$ cat src/rtl/ghost_motion_ctrl_pkg.sv
// Shared types, register map and helpers for the ghost motion sequencer.
package ghost_pkg;

  typedef enum logic [2:0] {
    ST_IDLE,
    ST_CALC,
    ST_WR_X,
    ST_WR_Y,
    ST_WR_C
  } state_t;

  localparam logic [1:0] REG_BYPASS = 2'b00;
  localparam logic [1:0] REG_X0     = 2'b01;
  localparam logic [1:0] REG_Y0     = 2'b10;
  localparam logic [1:0] REG_CTRL   = 2'b11;

  localparam int REG_SPACE_BIT = 13;
  localparam int ADDR_W        = 14;
  localparam int DATA_W        = 32;
  localparam int POS_W         = 11;

  // Slot address of a sprite register: register space bit plus offset.
  function automatic logic [ADDR_W-1:0] reg_addr(input logic [1:0] off);
    logic [ADDR_W-1:0] a;
    a                = '0;
    a[REG_SPACE_BIT] = 1'b1;
    a[1:0]           = off;
    return a;
  endfunction

endpackage

$ cat src/rtl/ghost_motion_ctrl_if.sv
// Video slot bus towards a sprite core; used for both CPU input and sprite output.
interface ghost_motion_ctrl_if;
  import ghost_pkg::*;

  logic              cs;
  logic              write;
  logic [ADDR_W-1:0] addr;
  logic [DATA_W-1:0] wr_data;

  modport master (output cs, write, addr, wr_data);
  modport slave  (input  cs, write, addr, wr_data);
endinterface

$ cat src/rtl/ghost_motion_ctrl_axis_step.sv
// One axis of motion: advance by the velocity and bounce off 0 / limit.
module ghost_axis_step #(
  parameter int VEL_W = 4
) (
  input  logic        [10:0]      pos,
  input  logic signed [VEL_W-1:0] vel,
  input  logic        [10:0]      limit,
  output logic        [10:0]      next_pos,
  output logic signed [VEL_W-1:0] next_vel
);
  localparam logic signed [VEL_W-1:0] VEL_MIN = {1'b1, {(VEL_W-1){1'b0}}};
  localparam logic signed [VEL_W-1:0] VEL_MAX = {1'b0, {(VEL_W-1){1'b1}}};

  logic signed [VEL_W-1:0] vel_eff;
  logic signed [11:0]      sum;

  always_comb begin
    // The most-negative velocity has no negation; it behaves as max positive.
    vel_eff  = (vel == VEL_MIN) ? VEL_MAX : vel;
    sum      = $signed({1'b0, pos}) + $signed({{(12-VEL_W){vel_eff[VEL_W-1]}}, vel_eff});
    next_pos = sum[10:0];
    next_vel = vel_eff;
    if (sum < 12'sd0) begin
      next_pos = '0;
      next_vel = -vel_eff;
    end else if (sum > $signed({1'b0, limit})) begin
      next_pos = limit;
      next_vel = -vel_eff;
    end
  end
endmodule

$ cat src/rtl/ghost_motion_ctrl.sv
// Per-frame ghost sprite mover/animator; shares the sprite slot bus with the CPU,
// which always wins, and tracks CPU position writes so motion stays coherent.
module ghost_motion_ctrl
  import ghost_pkg::*;
#(
  parameter int H_MAX      = 640,
  parameter int V_MAX      = 480,
  parameter int SPRITE_W   = 16,
  parameter int VEL_W      = 4,
  parameter int ANIM_DIV_W = 4
) (
  input  logic                         clk,
  input  logic                         reset_n,
  input  logic                         frame_start,
  input  logic                         auto_en,
  input  logic signed [VEL_W-1:0]      vx_init,
  input  logic signed [VEL_W-1:0]      vy_init,
  input  logic        [ANIM_DIV_W-1:0] anim_div,
  input  logic        [2:0]            ghost_color,
  ghost_motion_ctrl_if.slave           cpu,
  ghost_motion_ctrl_if.master          spr,
  output logic                         busy,
  output logic                         overrun
);
  state_t                  state_reg, state_next;
  logic [2*POS_W-1:0]      wr_pos_flat;
  logic [ANIM_DIV_W-1:0]   div_cnt_reg;
  logic [1:0]              anim_frame_reg;
  logic                    anim_tick_reg;
  logic                    vel_load_reg;
  logic                    auto_en_d_reg;
  logic                    overrun_reg;
  logic                    cpu_wr;
  logic                    eng_wr;
  logic [ADDR_W-1:0]       eng_addr;
  logic [DATA_W-1:0]       eng_data;

  assign cpu_wr = cpu.cs & cpu.write;

  generate
    for (genvar gi = 0; gi < 2; gi++) begin : g_axis
      localparam logic [POS_W-1:0] LIMIT = (gi == 0) ? POS_W'(H_MAX - SPRITE_W)
                                                     : POS_W'(V_MAX - SPRITE_W);
      localparam logic [1:0]       OFF   = (gi == 0) ? REG_X0 : REG_Y0;

      logic [POS_W-1:0]        pos_reg, wr_pos_reg, nxt_pos;
      logic signed [VEL_W-1:0] vel_reg, nxt_vel, vel_init;
      logic                    cpu_hit;

      assign vel_init = (gi == 0) ? vx_init : vy_init;
      assign cpu_hit  = cpu_wr & cpu.addr[REG_SPACE_BIT] & (cpu.addr[1:0] == OFF);
      assign wr_pos_flat[gi*POS_W +: POS_W] = wr_pos_reg;

      ghost_axis_step #(.VEL_W(VEL_W)) u_step (
        .pos      (pos_reg),
        .vel      (vel_reg),
        .limit    (LIMIT),
        .next_pos (nxt_pos),
        .next_vel (nxt_vel)
      );

      // The write-out copy is separate so a CPU write during WR_X/WR_Y only
      // redirects the base for the next frame, not the value in flight.
      always_ff @(posedge clk or negedge reset_n) begin
        if (!reset_n) begin
          pos_reg    <= '0;
          wr_pos_reg <= '0;
          vel_reg    <= '0;
        end else begin
          if (state_reg == ST_IDLE && (!auto_en || vel_load_reg))
            vel_reg <= vel_init;
          else if (state_reg == ST_CALC)
            vel_reg <= nxt_vel;
          if (state_reg == ST_CALC)
            wr_pos_reg <= nxt_pos;
          if (cpu_hit)
            pos_reg <= cpu.wr_data[POS_W-1:0];
          else if (state_reg == ST_CALC)
            pos_reg <= nxt_pos;
        end
      end
    end
  endgenerate

  always_ff @(posedge clk or negedge reset_n) begin
    if (!reset_n) state_reg <= ST_IDLE;
    else          state_reg <= state_next;
  end

  always_comb begin
    state_next = state_reg;
    case (state_reg)
      ST_IDLE: if (frame_start && auto_en) state_next = ST_CALC;
      ST_CALC: state_next = ST_WR_X;
      ST_WR_X: if (!cpu_wr) state_next = ST_WR_Y;
      ST_WR_Y: if (!cpu_wr) state_next = anim_tick_reg ? ST_WR_C : ST_IDLE;
      ST_WR_C: if (!cpu_wr) state_next = ST_IDLE;
      default: state_next = ST_IDLE;
    endcase
  end

  always_comb begin
    eng_wr   = 1'b0;
    eng_addr = '0;
    eng_data = '0;
    case (state_reg)
      ST_WR_X: begin
        eng_wr   = 1'b1;
        eng_addr = reg_addr(REG_X0);
        eng_data = DATA_W'(wr_pos_flat[POS_W-1:0]);
      end
      ST_WR_Y: begin
        eng_wr   = 1'b1;
        eng_addr = reg_addr(REG_Y0);
        eng_data = DATA_W'(wr_pos_flat[2*POS_W-1:POS_W]);
      end
      ST_WR_C: begin
        eng_wr   = 1'b1;
        eng_addr = reg_addr(REG_CTRL);
        eng_data = DATA_W'({ghost_color, anim_frame_reg});
      end
      default: ;
    endcase
    if (cpu_wr) begin
      spr.cs      = cpu.cs;
      spr.write   = cpu.write;
      spr.addr    = cpu.addr;
      spr.wr_data = cpu.wr_data;
    end else begin
      spr.cs      = eng_wr;
      spr.write   = eng_wr;
      spr.addr    = eng_addr;
      spr.wr_data = eng_data;
    end
  end

  // vel_load_reg makes the first cycle after reset release pick up the
  // velocity inputs even when the engine is enabled.
  always_ff @(posedge clk or negedge reset_n) begin
    if (!reset_n) begin
      div_cnt_reg    <= '0;
      anim_frame_reg <= '0;
      anim_tick_reg  <= 1'b0;
      vel_load_reg   <= 1'b1;
      auto_en_d_reg  <= 1'b0;
      overrun_reg    <= 1'b0;
    end else begin
      vel_load_reg  <= 1'b0;
      auto_en_d_reg <= auto_en;
      if (state_reg == ST_CALC) begin
        if (div_cnt_reg == anim_div) begin
          div_cnt_reg    <= '0;
          anim_frame_reg <= anim_frame_reg + 2'd1;
          anim_tick_reg  <= 1'b1;
        end else begin
          div_cnt_reg    <= div_cnt_reg + ANIM_DIV_W'(1);
          anim_tick_reg  <= 1'b0;
        end
      end
      if (auto_en_d_reg && !auto_en)
        overrun_reg <= 1'b0;
      else if (frame_start && state_reg != ST_IDLE)
        overrun_reg <= 1'b1;
    end
  end

  assign busy    = (state_reg != ST_IDLE);
  assign overrun = overrun_reg;
endmodule

$ cat src/flat_wrapper.sv
// flat-port wrapper written by rule: the top's interface ports become plain ports
module ghost_motion_ctrl_flat import ghost_pkg::*;
#(
  parameter int H_MAX      = 640,
  parameter int V_MAX      = 480,
  parameter int SPRITE_W   = 16,
  parameter int VEL_W      = 4,
  parameter int ANIM_DIV_W = 4
)
  (clk, reset_n, frame_start, auto_en, vx_init, vy_init, anim_div, ghost_color, busy, overrun, cpu_cs, cpu_write, cpu_addr, cpu_wr_data, spr_cs, spr_write, spr_addr, spr_wr_data);
  ghost_motion_ctrl_if cpu_i ();
  ghost_motion_ctrl_if spr_i ();
  input  logic clk;
  input  logic reset_n;
  input  logic frame_start;
  input  logic auto_en;
  input  logic signed [VEL_W-1:0] vx_init;
  input  logic signed [VEL_W-1:0] vy_init;
  input  logic        [ANIM_DIV_W-1:0] anim_div;
  input  logic        [2:0] ghost_color;
  output logic busy;
  output logic overrun;
  input wire logic [$bits(cpu_i.cs)-1:0] cpu_cs;
  input wire logic [$bits(cpu_i.write)-1:0] cpu_write;
  input wire logic [$bits(cpu_i.addr)-1:0] cpu_addr;
  input wire logic [$bits(cpu_i.wr_data)-1:0] cpu_wr_data;
  output wire logic [$bits(spr_i.cs)-1:0] spr_cs;
  output wire logic [$bits(spr_i.write)-1:0] spr_write;
  output wire logic [$bits(spr_i.addr)-1:0] spr_addr;
  output wire logic [$bits(spr_i.wr_data)-1:0] spr_wr_data;
  assign cpu_i.cs = cpu_cs;
  assign cpu_i.write = cpu_write;
  assign cpu_i.addr = cpu_addr;
  assign cpu_i.wr_data = cpu_wr_data;
  assign spr_cs = spr_i.cs;
  assign spr_write = spr_i.write;
  assign spr_addr = spr_i.addr;
  assign spr_wr_data = spr_i.wr_data;
  ghost_motion_ctrl #(.H_MAX(H_MAX), .V_MAX(V_MAX), .SPRITE_W(SPRITE_W), .VEL_W(VEL_W), .ANIM_DIV_W(ANIM_DIV_W)) u_core (.clk(clk), .reset_n(reset_n), .frame_start(frame_start), .auto_en(auto_en), .vx_init(vx_init), .vy_init(vy_init), .anim_div(anim_div), .ghost_color(ghost_color), .cpu(cpu_i), .spr(spr_i), .busy(busy), .overrun(overrun));
endmodule
$ cat config.mk
export PLATFORM = sky130hd
export DESIGN_NAME = ghost_motion_ctrl_flat
export DESIGN_NICKNAME = d
export VERILOG_FILES = /design/src/rtl/ghost_motion_ctrl_pkg.sv /design/src/rtl/ghost_motion_ctrl_if.sv /design/src/rtl/ghost_motion_ctrl_axis_step.sv /design/src/rtl/ghost_motion_ctrl.sv /design/src/flat_wrapper.sv
export SDC_FILE = /design/constraint.sdc
export NUM_CORES = 1
export LEC_CHECK = 0
export CAP_MARGIN = 40
export CORE_UTILIZATION = 48
export CTS_CLUSTER_SIZE = 20
export DETAILED_ROUTE_END_ITERATION = 6
export PLACE_DENSITY = 0.79
export SLEW_MARGIN = 20
export SYNTH_ARGS = -nofsm -noshare
export SYNTH_HDL_FRONTEND = slang
export SYNTH_HIERARCHICAL = 1
export SYNTH_SLANG_ARGS = --single-unit
$ cat constraint.sdc
create_clock -name clk -period 3.8 [get_ports clk]
set_input_delay 0.57 -clock clk [delete_from_list [all_inputs] [get_ports clk]]
set_output_delay 0.57 -clock clk [all_outputs]
set_load 0.02 [all_outputs]
=== Word-level counts from Yosys, hierarchy flattened ===
Index checks and enable logic that the tools add are counted.

* Output and inout bits: 50
* Register bits after elaboration: 65
* Bits of input ports: 67
* Logic and storage cells: 90

* Bitwise logic cells: 4
* Order comparisons: 4
* Muxes and demuxes: 35
* $add $sub $neg: 6
* Reduce and logical (&&, ||, !) cells: 15
* Equal/unequal tests: 13

{| class="wikitable"
|+ Operators by type and width
! kind !! number
|-
| 11-bit two-way mux || 8
|-
| 4-bit two-way mux || 11
|-
| 14-bit one-hot mux with 3 select lines || 1
|-
| 11-bit one-hot mux with 3 select lines || 1
|-
| 32-bit two-way mux || 1
|-
| 12-bit by 4-bit adder with 12-bit output || 2
|-
| 12-bit by 1-bit less-than comparator with 1-bit output, second input constant || 2
|-
| 3-bit two-way mux || 5
|-
| 3-bit one-hot mux with 5 select lines || 1
|-
| 14-bit two-way mux || 1
|-
| 12-bit by 10-bit > comparator with 1-bit output, second input constant || 1
|-
| 12-bit by 11-bit > comparator with 1-bit output, second input constant || 1
|-
| 4-bit equality test, second input constant || 2
|-
| 2-bit inequality test, second input constant || 4
|-
| 4-bit negation || 2
|-
| 2-bit nonzero test || 4
|-
| 3-bit by 2-bit equality test with 1-bit output, second input constant || 2
|-
| 1-bit two-way mux || 6
|-
| 4-bit by 1-bit adder with 4-bit output, second input constant || 1
|-
| 1-bit AND || 4
|-
| 4-bit equality test || 1
|-
| 1-bit logical AND || 4
|-
| 4-bit AND reduction || 1
|-
| 3-bit by 1-bit equality test with 1-bit output, second input constant || 1
|-
| 10 further kinds || 10
|}

=== Longest topological paths before layout ===
Gate-level depths: netlist of run 1.

* Word-level depth: 8
* Gate-level depth with buffers: 21

=== By module ===
The synthesis of run 1 kept the hierarchy.

{| class="wikitable"
|+ By module, submodules not included
! module !! sequential area each (sq um) !! area an instance (sq um) !! cells each !! times used
|-
| ghost_motion_ctrl || 1627.8 || 3447.1 || 375 || 1
|-
| ghost_axis_step at u_core.g_axis[1].u_step || 0.0 || 1111.1 || 144 || 1
|-
| ghost_axis_step at u_core.g_axis[0].u_step || 0.0 || 1041.0 || 142 || 1
|}

=== Least setup slack after synthesis of run 1 ===
No wires, ideal clock.

* Path type: register -> register
* From: register u_core.g_axis[1].vel_reg[2]
* To: register u_core.g_axis[1].vel_reg[1]
* Path slack: -134 ps
* Cell stages (with the launch flop): 20
* Arrival: 3815 ps
* Path buffers: 2
* Cell sequence: dfrtp_1 -> nor3_1 -> a21o_1 -> ha_1 -> inv_1 -> fa_1 -> nand2b_1 -> a211o_1 -> o22ai_2 -> xor2_2 -> ha_1 -> nand4_1 -> o32ai_1 -> a21oi_1 -> buf_4 -> buf_6 -> o21ai_0 -> o31ai_1 -> a22o_1 -> a21o_1

* Word-level cells in the longest chain between the ends: 8

{| class="wikitable"
|+ Ends and longest elaborated chain
! what !! RTL line !! text
|-
| from (decl) || ghost_motion_ctrl.sv:47 || <nowiki>logic signed [VEL_W-1:0] vel_reg, nxt_vel, vel_init;</nowiki>
|-
| from (signal assigned) || ghost_motion_ctrl.sv:71 || <nowiki>vel_reg <= vel_init;</nowiki>
|-
| from (signal assigned) || ghost_motion_ctrl.sv:73 || <nowiki>vel_reg <= nxt_vel;</nowiki>
|-
| 4-bit equality test || ghost_motion_ctrl_axis_step.sv:19 || <nowiki>vel_eff = (vel == VEL_MIN) ? VEL_MAX : vel;</nowiki>
|-
| 4-bit two-way mux * || ghost_motion_ctrl_axis_step.sv:19 ||
|-
| 12-bit by 4-bit adder with 12-bit output || ghost_motion_ctrl_axis_step.sv:20 || <nowiki>sum = $signed({1'b0, pos}) + $signed({{(12-VEL_W){vel_eff[VEL_W-1]}}, vel_eff});</nowiki>
|-
| 12-bit by 10-bit > comparator with 1-bit output || ghost_motion_ctrl_axis_step.sv:26 || <nowiki>end else if (sum > $signed({1'b0, limit})) begin</nowiki>
|-
| 4-bit two-way mux || ghost_motion_ctrl_axis_step.sv:26 ||
|-
| 4-bit two-way mux * || ghost_motion_ctrl_axis_step.sv:23 || <nowiki>if (sum < 12'sd0) begin</nowiki>
|-
| named net u_core.g_axis[1].nxt_vel[1] || ghost_motion_ctrl.sv:47 ||
|-
| 4-bit two-way mux * || ghost_motion_ctrl.sv:72 || <nowiki>else if (state_reg == ST_CALC)</nowiki>
|-
| 4-bit two-way mux * || ghost_motion_ctrl.sv:70 || <nowiki>if (state_reg == ST_IDLE && (!auto_en || vel_load_reg))</nowiki>
|}

The timed path passes the listed nets; every way through them passes the cells marked *. The select of a mux whose other input is x is not followed.
A chain may end at the register's enable or synchronous reset.

=== Final worst setup path of run 1 ===
* From: register u_core.g_axis[1].vel_reg[2]
* To: register u_core.g_axis[1].vel_reg[3]

The elaborated chain is that of the path after synthesis.

==> summary.md, run 1 <==
| Metric | Value |
|---|---|
| Routed Antenna Nets | `0` |
| # diodes | `0` |
| Cell variety after synth | `81` |
| CTS tree | `done` |
| Final core occ | `0.739` |
| Critical path type | `flop to flop` |
| Total grt overflow | `0` |
| Cells after Synth | `661` |
| CP max stage delay | `0.41 ns` |
| Crit path max-delay family | `compound AO/OA/AOI/OAI gates` |
| Boundary pin count | `117` |
| Warnings, synthesis | `6` |
| Clock Path Buffers | `2` |
| Buf/Inv on CP | `6` |
| Die H | `110 um` |
| Outcome | `complete, but fails checks` |
| Via count | `5941` |
| Reg2Reg Launch Point | `u_core/g_axis[1].vel_reg[2]$_DFFE_PN0P_` |
| Nets | `1003` |
| Final Hold Fails | `0` |
| Commonest non-fill, non-tap cells in the layout | `clkdlybuf4s50_1 (115), nand2_1 (102), buf_4 (91)` |
| R2R Setup Slk | `-0.24 ns` |
| Hold crit path type | `input pin to asynchronous set/reset pin` |
| Endpoints failing setup | `35` |
| Post-synthesis sequential element count | `65` |
| Worst Path Arrival | `4.26 ns` |
| Vias in the first global route | `5687` |
| Top FF cell, synth | `dfrtp_1` |
| Clock Tree Root | `clkbuf_16` |
| Port buffer count | `116` |
| Initial Util | `0.492` |
| Hold_ws | `0.0589 ns` |
| CTS Buf Count | `9` |
| Die X | `110 um` |
| DIE AREA | `12100 um2` |
| Clock Sink Count | `65` |
| Worst-path fanout max | `6` |
| CP cell instances | `buf_4, a21o_1, ha_1, a21oi_2, buf_4, a2111oi_2, a41oi_2, xnor2_2, ha_1, buf_4, nand3_1, o32ai_2, a21oi_2, buf_4, buf_6, buf_6, o221a_4, a22o_1, a21o_1` |
| Crit path top cell by count | `buf_4` |
| Global-route wire length before repair | `26800 um` |
| Hold Buf Count CTS | `0` |
| Largest area contributor in the netlist | `dfrtp_1` |
| Register area share after synthesis | `0.291` |
| WL final | `18100 um` |
| Via density | `5.66` |
| Mapped Avg Cell Area | `8.47 um2` |
| Fmax | `247 MHz` |
| R2R depth | `19` |
| Slew HR | `0.513` |
| Top Usage Layer GRT | `met2` |
| Worst-Skew Late Latency | `0.33 ns` |
| Layout cells sized above 1 | `0.263` |
| Worst VDD drop | `0.000643 V` |
| RSZ-0062 raised after global routing | `true` |
| Failing checks | `setup timing` |
| Largest net degree at the start of global routing | `37` |
| Pwr per Cell Area | `1070 nW/um2` |
| Mapped cell area | `5600 um2` |
| Share of synthesized registers carrying an async set or reset | `1.00` |
| Yosys top cell area share | `0.286` |
| Worst R2R End | `u_core/g_axis[1].vel_reg[3]$_DFFE_PN0P_` |
| Site row count | `39` |
| Leak Pwr | `0.00414 uW` |
| Overall global routing resource usage | `0.290` |
| Worst Setup Start Kind | `flop` |
| Wirelength per Cell | `17.2 um` |
| Max-slew violation count | `0` |
| Worst-margin pin slew | `0.729 ns` |
| GRT met1 Usage | `0.344` |
| Residual DRC count | `0` |
| Total design power | `8960 uW` |
| Final worst slack | `-0.241 ns` |
| M2 GR Usage | `0.513` |
| Hpwl dp | `12900 um` |
| Drt pass-1 iters | `5` |
| Post-synth EDFFs | `0` |
| Crit end category | `flop` |
| Routability Congestion | `0.903` |
| Crit share post-route | `1.06` |
| Crit path time final | `4.04 ns` |
| CTS H-tree lvls | `3` |
| Met3 Track Usage GR | `0.0523` |
| Stages on the worst setup path | `19` |
| Commonest non-fill, non-tap cell in the layout | `clkdlybuf4s50_1` |
| Critical Path RT | `4.02 ns` |
| Total core area | `11400 um2` |
| Max-cap violations | `0` |
| Area Overhead vs Synth | `50.0%` |
| Worst-case clock skew | `0.00782 ns` |
| Synth top area cells | `dfrtp_1 (29%), nand2_1 (7.9%), ha_1 (7.4%), mux2i_1 (5.2%), a21o_1 (4.7%)` |
| Dpl ws | `-0.208 ns` |
| Clock slew at reported path FFs | `0.06 ns` |
| Initial antenna violation count | `0` |
| Starting DRC count in detailed routing | `442` |
| Max stage delay cell, worst path | `dfrtp_1` |
cell usage after synthesis (4+ instances only):
library cell,n
nand2_1,118
dfrtp_1,64
nor2_1,45
inv_1,40
and3_1,36
a21o_1,35
a21oi_1,35
ha_1,33
mux2i_1,29
o21ai_0,19
xnor2_1,19
nor3_1,14
buf_6,13
clkbuf_1,12
a22o_1,10
nand4_1,7
xor2_1,7
a211oi_1,6
a221oi_1,6
buf_2,6
nand3_1,6
mux2_2,5
a211oi_2,4
and2_1,4
o21ai_1,4
logic make-up (layout without fill, tap and decap cells):
| logic type | Yosys count | count (layout) | share of synthesized area |
|---|---|---|---|
| compound gates | 154 | 154 | 0.209 |
| xor+xnor | 29 | 29 | 0.0494 |
| fa+ha+maj | 35 | 35 | 0.0809 |
| buf+inv | 80 | 285 | 0.0749 |
| flops | 65 | 65 | 0.291 |
| mux | 34 | 34 | 0.0619 |
| other cells | 2 | 42 | 0.00134 |
| simple gates | 262 | 262 | 0.232 |
routing by layer:
| metal | part of all wire | routed length (um) |
|---|---|---|
| met1 | 0.41 | 7350 |
| met2 | 0.50 | 9020 |
| met3 | 0.061 | 1110 |
| met4 | 0.034 | 618 |
| met5 | 0 | 0 |
report_power, final:
group / switching [uW] / leakage (uW) / total (uW) / internal (uW)
Combinational: 3390 / 0.00317 / 6770 / 3380
Clock: 317 / 0.000149 / 893 / 576
Sequential: 313 / 0.000819 / 1300 / 986
final cells by class:
cell class / instances / area, um2
clock inverter: 6 / 92.6
tap: 143 / 179
clock buffer: 10 / 229
timing repair buffer: 227 / 2080
inverter: 42 / 158
multi-input combinational: 556 / 4030
fill: 797 / 2970
sequential: 65 / 1630
metrics by stage:
step                std cells  setup TNS, ns  cell area, um2
floorplan                 701              0            5760
global placement         1006         -0.257            7470
detailed placement       1007          -4.25            7480
CTS                      1036         -0.512            8040
global route             1049         -13.73            8400
finish                   1049          -3.84            8400
worst max path at each step:
stage                                              endpoint  slack, ns                                     from
CTS                 u_core/g_axis[1].pos_reg[1]$_DFFE_PN0P_      -0.08  u_core/g_axis[1].vel_reg[2]$_DFFE_PN0P_
floorplan           u_core/g_axis[1].vel_reg[1]$_DFFE_PN0P_       0.02  u_core/g_axis[1].vel_reg[1]$_DFFE_PN0P_
global route        u_core/g_axis[1].pos_reg[4]$_DFFE_PN0P_      -0.45  u_core/g_axis[1].vel_reg[2]$_DFFE_PN0P_
global placement    u_core/g_axis[0].pos_reg[1]$_DFFE_PN0P_      -0.06  u_core/g_axis[0].vel_reg[2]$_DFFE_PN0P_
detailed placement  u_core/g_axis[0].pos_reg[7]$_DFFE_PN0P_      -0.21  u_core/g_axis[0].vel_reg[2]$_DFFE_PN0P_
finish              u_core/g_axis[1].vel_reg[3]$_DFFE_PN0P_      -0.24  u_core/g_axis[1].vel_reg[2]$_DFFE_PN0P_
repair_timing:
action | CTS | global route
endpoints found under the setup margin | 46 | 50
pin swaps | 21 | 31
setup buffers | 12 | 12
gates cloned | 1 | 0
resized for setup | 34 | 66
No activity file was read; power rests on OpenSTA's default activity.
==> run 2: changes to the inputs <==
--- a/config.mk
+++ b/config.mk
@@ -7,6 +7,7 @@
 export LEC_CHECK = 0
 export CAP_MARGIN = 40
 export CORE_UTILIZATION = 48
+export CTS_CLUSTER_DIAMETER = 40
 export CTS_CLUSTER_SIZE = 20
 export DETAILED_ROUTE_END_ITERATION = 6
 export PLACE_DENSITY = 0.79
==> results of run 2 <==
No change in the layout: final DEF, timing and power equal those of run 1.
